$ cat src/rtl/mem_pkg.sv
// Shared types for the RAM sequencing controller: word-address width, access size
// codes, data-side FSM states and the alignment rule.
package mem_pkg;

  localparam int RAM_AW = 12;

  typedef enum logic [1:0] {
    SZ_BYTE = 2'b00,
    SZ_HALF = 2'b01,
    SZ_WORD = 2'b10,
    SZ_RSVD = 2'b11
  } size_e;

  typedef enum logic [2:0] {
    ST_IDLE,
    ST_RD_ADDR,
    ST_RD_CAP,
    ST_MERGE,
    ST_WRITE,
    ST_DONE,
    ST_FAULT
  } state_e;

  // Halves must be even, words must be word aligned; the reserved size is never legal.
  function automatic logic is_misaligned(input size_e size, input logic [1:0] off);
    case (size)
      SZ_BYTE: return 1'b0;
      SZ_HALF: return off[0];
      SZ_WORD: return off != 2'b00;
      default: return 1'b1;
    endcase
  endfunction

endpackage

$ cat src/rtl/mem_lane_align.sv
// Byte-lane logic: extracts and sign/zero-extends load data from a RAM word, and
// merges a byte/half store value into the word that was read back.
module mem_lane_align
  import mem_pkg::*;
(
  input  logic [31:0] rd_word_i,
  input  logic [31:0] wdata_i,
  input  size_e       size_i,
  input  logic [1:0]  offset_i,
  input  logic        unsigned_i,
  output logic [31:0] load_o,
  output logic [31:0] merged_o
);

  logic [7:0]  byte_sel;
  logic [15:0] half_sel;

  always_comb begin
    byte_sel = rd_word_i[7:0];
    case (offset_i)
      2'd1:    byte_sel = rd_word_i[15:8];
      2'd2:    byte_sel = rd_word_i[23:16];
      2'd3:    byte_sel = rd_word_i[31:24];
      default: byte_sel = rd_word_i[7:0];
    endcase
    half_sel = offset_i[1] ? rd_word_i[31:16] : rd_word_i[15:0];
  end

  always_comb begin
    load_o = rd_word_i;
    case (size_i)
      SZ_BYTE: load_o = {{24{~unsigned_i & byte_sel[7]}}, byte_sel};
      SZ_HALF: load_o = {{16{~unsigned_i & half_sel[15]}}, half_sel};
      default: load_o = rd_word_i;
    endcase
  end

  always_comb begin
    merged_o = rd_word_i;
    case (size_i)
      SZ_BYTE: begin
        case (offset_i)
          2'd1:    merged_o = {rd_word_i[31:16], wdata_i[7:0], rd_word_i[7:0]};
          2'd2:    merged_o = {rd_word_i[31:24], wdata_i[7:0], rd_word_i[15:0]};
          2'd3:    merged_o = {wdata_i[7:0], rd_word_i[23:0]};
          default: merged_o = {rd_word_i[31:8], wdata_i[7:0]};
        endcase
      end
      SZ_HALF: merged_o = offset_i[1] ? {wdata_i[15:0], rd_word_i[15:0]}
                                      : {rd_word_i[31:16], wdata_i[15:0]};
      SZ_WORD: merged_o = wdata_i;
      default: merged_o = rd_word_i;
    endcase
  end

endmodule

$ cat src/rtl/mem_controller.sv
// Sequencing controller between the core and the dual-port word RAM: data-side FSM for
// loads, word stores and read-modify-write byte/half stores, plus a gated fetch port.
module mem_controller
  import mem_pkg::*;
(
  input  logic              clk,
  input  logic              rst,
  input  logic              d_read,
  input  logic              d_write,
  input  logic [31:0]       d_addr,
  input  logic [31:0]       d_wdata,
  input  logic [1:0]        d_size,
  input  logic              d_unsigned,
  output logic [31:0]       d_rdata,
  output logic              d_done,
  output logic              d_fault,
  output logic              d_busy,
  input  logic              i_req,
  input  logic [31:0]       i_addr,
  output logic [31:0]       i_rdata,
  output logic              i_valid,
  output logic              i_fault,
  output logic [RAM_AW-1:0] ram_addr_data,
  output logic [RAM_AW-1:0] ram_addr_instr,
  output logic [31:0]       ram_data_in,
  output logic              ram_write_enable,
  input  logic [31:0]       ram_addr_out,
  input  logic [31:0]       ram_instr_out,
  output state_e            dbg_state
);

  // Data handshake: d_read/d_write are sampled only while d_busy is low; every sampled
  // request yields exactly one d_done pulse, qualified by d_fault, and nothing else.
  state_e            state_q, state_d;
  logic [RAM_AW+1:0] addr_q, addr_d;
  logic [31:0]       wdata_q, wdata_d;
  logic [31:0]       merge_q, merge_d;
  logic [31:0]       rdata_q, rdata_d;
  size_e             size_q, size_d;
  logic              unsigned_q, unsigned_d;
  logic              store_q, store_d;

  logic              i_valid_q, i_fault_q, replay_q;
  logic [RAM_AW-1:0] replay_addr_q;

  logic [31:0]       load_val, merged_val;
  size_e             req_size;
  logic [RAM_AW-1:0] fetch_word;
  logic              fetch_ok, conflict;
  logic              unused_hi;

  assign req_size  = size_e'(d_size);
  assign unused_hi = ^{d_addr[31:RAM_AW+2], i_addr[31:RAM_AW+2]};

  mem_lane_align u_align (
    .rd_word_i  (ram_addr_out),
    .wdata_i    (wdata_q),
    .size_i     (size_q),
    .offset_i   (addr_q[1:0]),
    .unsigned_i (unsigned_q),
    .load_o     (load_val),
    .merged_o   (merged_val)
  );

  always_comb begin
    state_d    = state_q;
    addr_d     = addr_q;
    wdata_d    = wdata_q;
    merge_d    = merge_q;
    rdata_d    = rdata_q;
    size_d     = size_q;
    unsigned_d = unsigned_q;
    store_d    = store_q;
    case (state_q)
      ST_IDLE: begin
        if (d_read || d_write) begin
          if ((d_read && d_write) || is_misaligned(req_size, d_addr[1:0])) begin
            state_d = ST_FAULT;
          end else begin
            addr_d     = d_addr[RAM_AW+1:0];
            wdata_d    = d_wdata;
            size_d     = req_size;
            unsigned_d = d_unsigned;
            store_d    = d_write;
            state_d    = (d_write && req_size == SZ_WORD) ? ST_WRITE : ST_RD_ADDR;
          end
        end
      end
      // Loads capture the read word in RD_CAP; sub-word stores capture it in MERGE.
      ST_RD_ADDR: state_d = store_q ? ST_MERGE : ST_RD_CAP;
      ST_RD_CAP: begin
        rdata_d = load_val;
        state_d = ST_DONE;
      end
      ST_MERGE: begin
        merge_d = merged_val;
        state_d = ST_WRITE;
      end
      ST_WRITE: state_d = ST_DONE;
      ST_DONE:  state_d = ST_IDLE;
      ST_FAULT: state_d = ST_IDLE;
      default:  state_d = ST_IDLE;
    endcase
  end

  assign d_busy           = state_q != ST_IDLE;
  assign d_done           = (state_q == ST_DONE) || (state_q == ST_FAULT);
  assign d_fault          = state_q == ST_FAULT;
  assign d_rdata          = d_fault ? 32'd0 : rdata_q;
  assign ram_write_enable = state_q == ST_WRITE;
  assign ram_addr_data    = d_busy ? addr_q[RAM_AW+1:2] : d_addr[RAM_AW+1:2];
  assign ram_data_in      = (size_q == SZ_WORD) ? wdata_q : merge_q;
  assign dbg_state        = state_q;

  // A fetch of the word being written this cycle reads stale data; drop it and
  // re-read the same word one cycle later, ignoring i_req during the replay.
  assign fetch_word     = i_addr[RAM_AW+1:2];
  assign fetch_ok       = i_req && (i_addr[1:0] == 2'b00) && !replay_q;
  assign conflict       = fetch_ok && ram_write_enable && (fetch_word == addr_q[RAM_AW+1:2]);
  assign ram_addr_instr = replay_q ? replay_addr_q : fetch_word;
  assign i_rdata        = ram_instr_out;
  assign i_valid        = i_valid_q;
  assign i_fault        = i_fault_q;

  always_ff @(posedge clk or posedge rst) begin
    if (rst) begin
      state_q       <= ST_IDLE;
      addr_q        <= '0;
      wdata_q       <= '0;
      merge_q       <= '0;
      rdata_q       <= '0;
      size_q        <= SZ_BYTE;
      unsigned_q    <= 1'b0;
      store_q       <= 1'b0;
      i_valid_q     <= 1'b0;
      i_fault_q     <= 1'b0;
      replay_q      <= 1'b0;
      replay_addr_q <= '0;
    end else begin
      state_q    <= state_d;
      addr_q     <= addr_d;
      wdata_q    <= wdata_d;
      merge_q    <= merge_d;
      rdata_q    <= rdata_d;
      size_q     <= size_d;
      unsigned_q <= unsigned_d;
      store_q    <= store_d;
      i_valid_q  <= replay_q || (fetch_ok && !conflict);
      i_fault_q  <= i_req && !replay_q && (i_addr[1:0] != 2'b00);
      replay_q   <= conflict;
      if (conflict) replay_addr_q <= fetch_word;
    end
  end

endmodule
$ cat config.mk
export PLATFORM = sky130hd
export DESIGN_NAME = mem_controller
export DESIGN_NICKNAME = d
export VERILOG_FILES = /design/src/rtl/mem_pkg.sv /design/src/rtl/mem_lane_align.sv /design/src/rtl/mem_controller.sv
export SDC_FILE = /design/constraint.sdc
export NUM_CORES = 1
export LEC_CHECK = 0
export ABC_CLOCK_PERIOD_IN_PS = 5580
export CAP_MARGIN = 40
export CORE_MARGIN = 5
export CORE_UTILIZATION = 46
export CTS_CLUSTER_DIAMETER = 80
export CTS_CLUSTER_SIZE = 14
export DETAILED_ROUTE_END_ITERATION = 8
export PLACE_DENSITY = 0.92
export SETUP_SLACK_MARGIN = 0.15
export SYNTH_ARGS = -nofsm -noshare
export SYNTH_HDL_FRONTEND = slang
export SYNTH_SLANG_ARGS = --single-unit
$ cat constraint.sdc
create_clock -name clk -period 5.58 [get_ports clk]
set_clock_uncertainty 0.1 [all_clocks]
set_input_delay 0.837 -clock clk [delete_from_list [all_inputs] [get_ports clk]]
set_output_delay 0.837 -clock clk [all_outputs]
set_load 0.005 [all_outputs]
==> impl_metrics.json <==
{
  "outcome": "finished, final reports clean",
  "drv_slew": 0,
  "syn_area_per_cell_um2": 9.04,
  "worst_setup_path_start_kind": "register",
  "cts_setup_buffers": 0,
  "grt_pass1_wl_um": 40400,
  "die_area_um2": 20600,
  "synthDominantCellAreaShare": 0.402,
  "synth_cell_type_count": 56,
  "synthTopCellsByCount": "nand2_1 (170), dfrtp_1 (132), mux2_2 (70), clkbuf_1 (50), o21ai_0 (45)",
  "htree_levels": 4,
  "detail-route-antenna-nets": 0,
  "worst_setup_path_end_kind": "output pin",
  "start_util": 0.472,
  "pin_count": 297,
  "dp_cells": 1236,
  "critPathKind": "reg -> out",
  "fillers": 1399,
  "max_freq_ghz": 0.268,
  "vias": 7493,
  "track_usage": 0.250,
  "multi_input_area_um2": 4260,
  "cts.clk_slew.worst_paths_ns": 0.06,
  "drt_first_pass_iters": 6,
  "drive_gt1_frac": 0.130,
  "netlist_area_um2": 8220,
  "relSlewSlack": 0.424,
  "cts-resized-gates": 0,
  "final.setup.tns_ns": 0,
  "syn-num-nets": 1077,
  "fin_crit_sh": 0.669,
  "area_growth_pct": 29.8,
  "cts.sinks": 132,
  "fin_total_pwr_mw": 6.21,
  "globalRouteMet3Util": 0.0602,
  "worstPathArrival_ns": 2.80,
  "tightest_slew_ns": 0.864,
  "die_h_um": 144,
  "synth_most_common_cell": "nand2_1",
  "wl_um": 26000,
  "fp-row-count": 48,
  "gr-total-overflow": 0,
  "synth_area_leaders": "dfrtp_1 (40%), mux2_2 (9.6%), nand2_1 (7.8%)",
  "rsz0062_at_grt": "false",
  "vias_per_cell": 5.91,
  "setup_viol": 0,
  "yosys_warnings": 0,
  "required_ns": 4.64,
  "place_congestion": 0.892,
  "wl_per_cell_um": 20.5,
  "period_needed_ns": 3.73,
  "cts_buffers": 17,
  "grt_start_max_net_pins": 92,
  "async_flop_share": 1.00,
  "met2_usage": 0.392,
  "seq_area_frac_synth": 0.402,
  "leakage_nw": 4.53,
  "core-area_um2": 17400,
  "synth_top_flop_cell": "dfrtp_1",
  "drtIter0Drc": 1025,
  "cp_max_fo": 33,
  "min_path_type": "reg -> reg",
  "p_per_area_nw_per_um2": 582,
  "cts_max_path_buffers": 2,
  "hold_buffers": 0,
  "busiest_layer": "met2",
  "regArea_um2": 3300,
  "drc": 0,
  "synth_seq_cells": 132,
  "die_w_um": 144,
  "dp_hpwl_um": 18200,
  "peakVddDrop_mv": 0.348,
  "hold_viol": 0,
  "root_buffer": "clkbuf_16",
  "port_buffers": 196,
  "nets": 1198,
  "clk_latency_ns": 0.43,
  "synth_top_cell_by_area": "dfrtp_1",
  "synth_edf_count": 0,
  "cts_tree": "done",
  "regToRegSetupSlack_ns": 2.33,
  "max_cap_viol_count": 0,
  "antenna_found_initial": 2,
  "grt_pass1_vias": 7336,
  "finalNonFillerCells": 1268,
  "syn_inst": 909,
  "grt_use_met1": 0.324
}
-- sequential cells by signal, summed over array words and instances (netlist names) --
name	cells
i_fault	1
store_q	1
wdata_q	32
addr_q	14
replay_q	1
replay_addr_q	12
unsigned_q	1
i_valid	1
merge_q	32
size_q	2
rdata_q	32
dbg_state	3
-- routing by layer --
| metal | part of all wire | vias up |
|---|---|---|
| met3 | 0.097 | 115 |
| met2 | 0.46 | 441 |
| met1 | 0.39 | 3534 |
| met5 | 0.0010 | - |
| li1 | - | 3399 |
| met4 | 0.048 | 4 |
-- power breakdown --
| group | internal (mW) | switching [mW] | total (mW) | leakage [nW] |
|---|---|---|---|---|
| registers | 1.37 | 0.446 | 1.82 | 1.58 |
| clock network | 0.804 | 0.440 | 1.24 | 0.314 |
| logic | 1.62 | 1.53 | 3.14 | 2.64 |
| total | 3.79 | 2.41 | 6.21 | 4.53 |
-- metrics by stage --
stage | instance area, um^2 | utilization | worst slack [ns] | hold WS [ns]
3_5_place_dp | 10000 | 0.575 | 2.01 | 0.365
6_report | 10700 | 0.613 | 1.85 | 0.376
4_1_cts | 10700 | 0.613 | 1.85 | 0.378
3_3_place_gp | 9940 | 0.571 | 2.09 | 0.358
2_1_floorplan | 8220 | - | 1.12 | 0.342
5_1_grt | 10700 | 0.613 | 1.68 | 0.400
-- worst paths after layout --
check                                   from           to  cells past startpoint
worst max-delay path            dbg_state[1]   d_rdata[8]                      4
worst min-delay path              rdata_q[5]   rdata_q[5]                      2
worst max register to register  dbg_state[0]  wdata_q[28]                      5
worst min register to register    rdata_q[5]   rdata_q[5]                      2
max in group asynchronous                rst    size_q[1]                      3
min in group asynchronous                rst  merge_q[18]                      2
-- cell type report --
type,instances,share of cell area
multi-input cells,655,0.399
flip-flops and latches,132,0.310
repair buffers,210,0.199
clock buffers,19,0.0415
well taps,225,0.0264
clock inverters,12,0.0190
inverters,14,0.00516
diodes,1,0.000235
-- cell usage in the layout (no fill, tap or decap), drive strengths merged, types with 19 or more instances in the layout --
| cell | netlist | layout |
|---|---|---|
| clkbuf | 50 | 19 |
| mux2 | 89 | 89 |
| nor2b | 22 | 22 |
| clkdlybuf4s50 | 0 | 196 |
| a31oi | 26 | 26 |
| o21ai | 45 | 45 |
| nor2 | 39 | 39 |
| nand2 | 170 | 170 |
| dfrtp | 132 | 132 |
| and2 | 35 | 35 |
| a21oi | 42 | 42 |
-- kinds of logic (layout without fill, tap and decap cells) --
family          after synthesis  count (layout)  synth area share
mux                          92              92             0.130
xor+xnor                     13              13            0.0139
compound gates              213             213             0.170
fa+ha+maj                     1               1           0.00122
other cells                   0               1                 0
flops                       132             132             0.402
simple gates                336             336             0.203
buf+inv                     122             255            0.0808
-- worst max-delay path, stage by stage (launching register included) --
cell             delay (ns)
dfrtp_1                0.59
nor2b_1                0.35
nand2_1                0.55
and2_1                 0.40
clkdlybuf4s50_1        0.48
(Power assumes the default switching activity.)
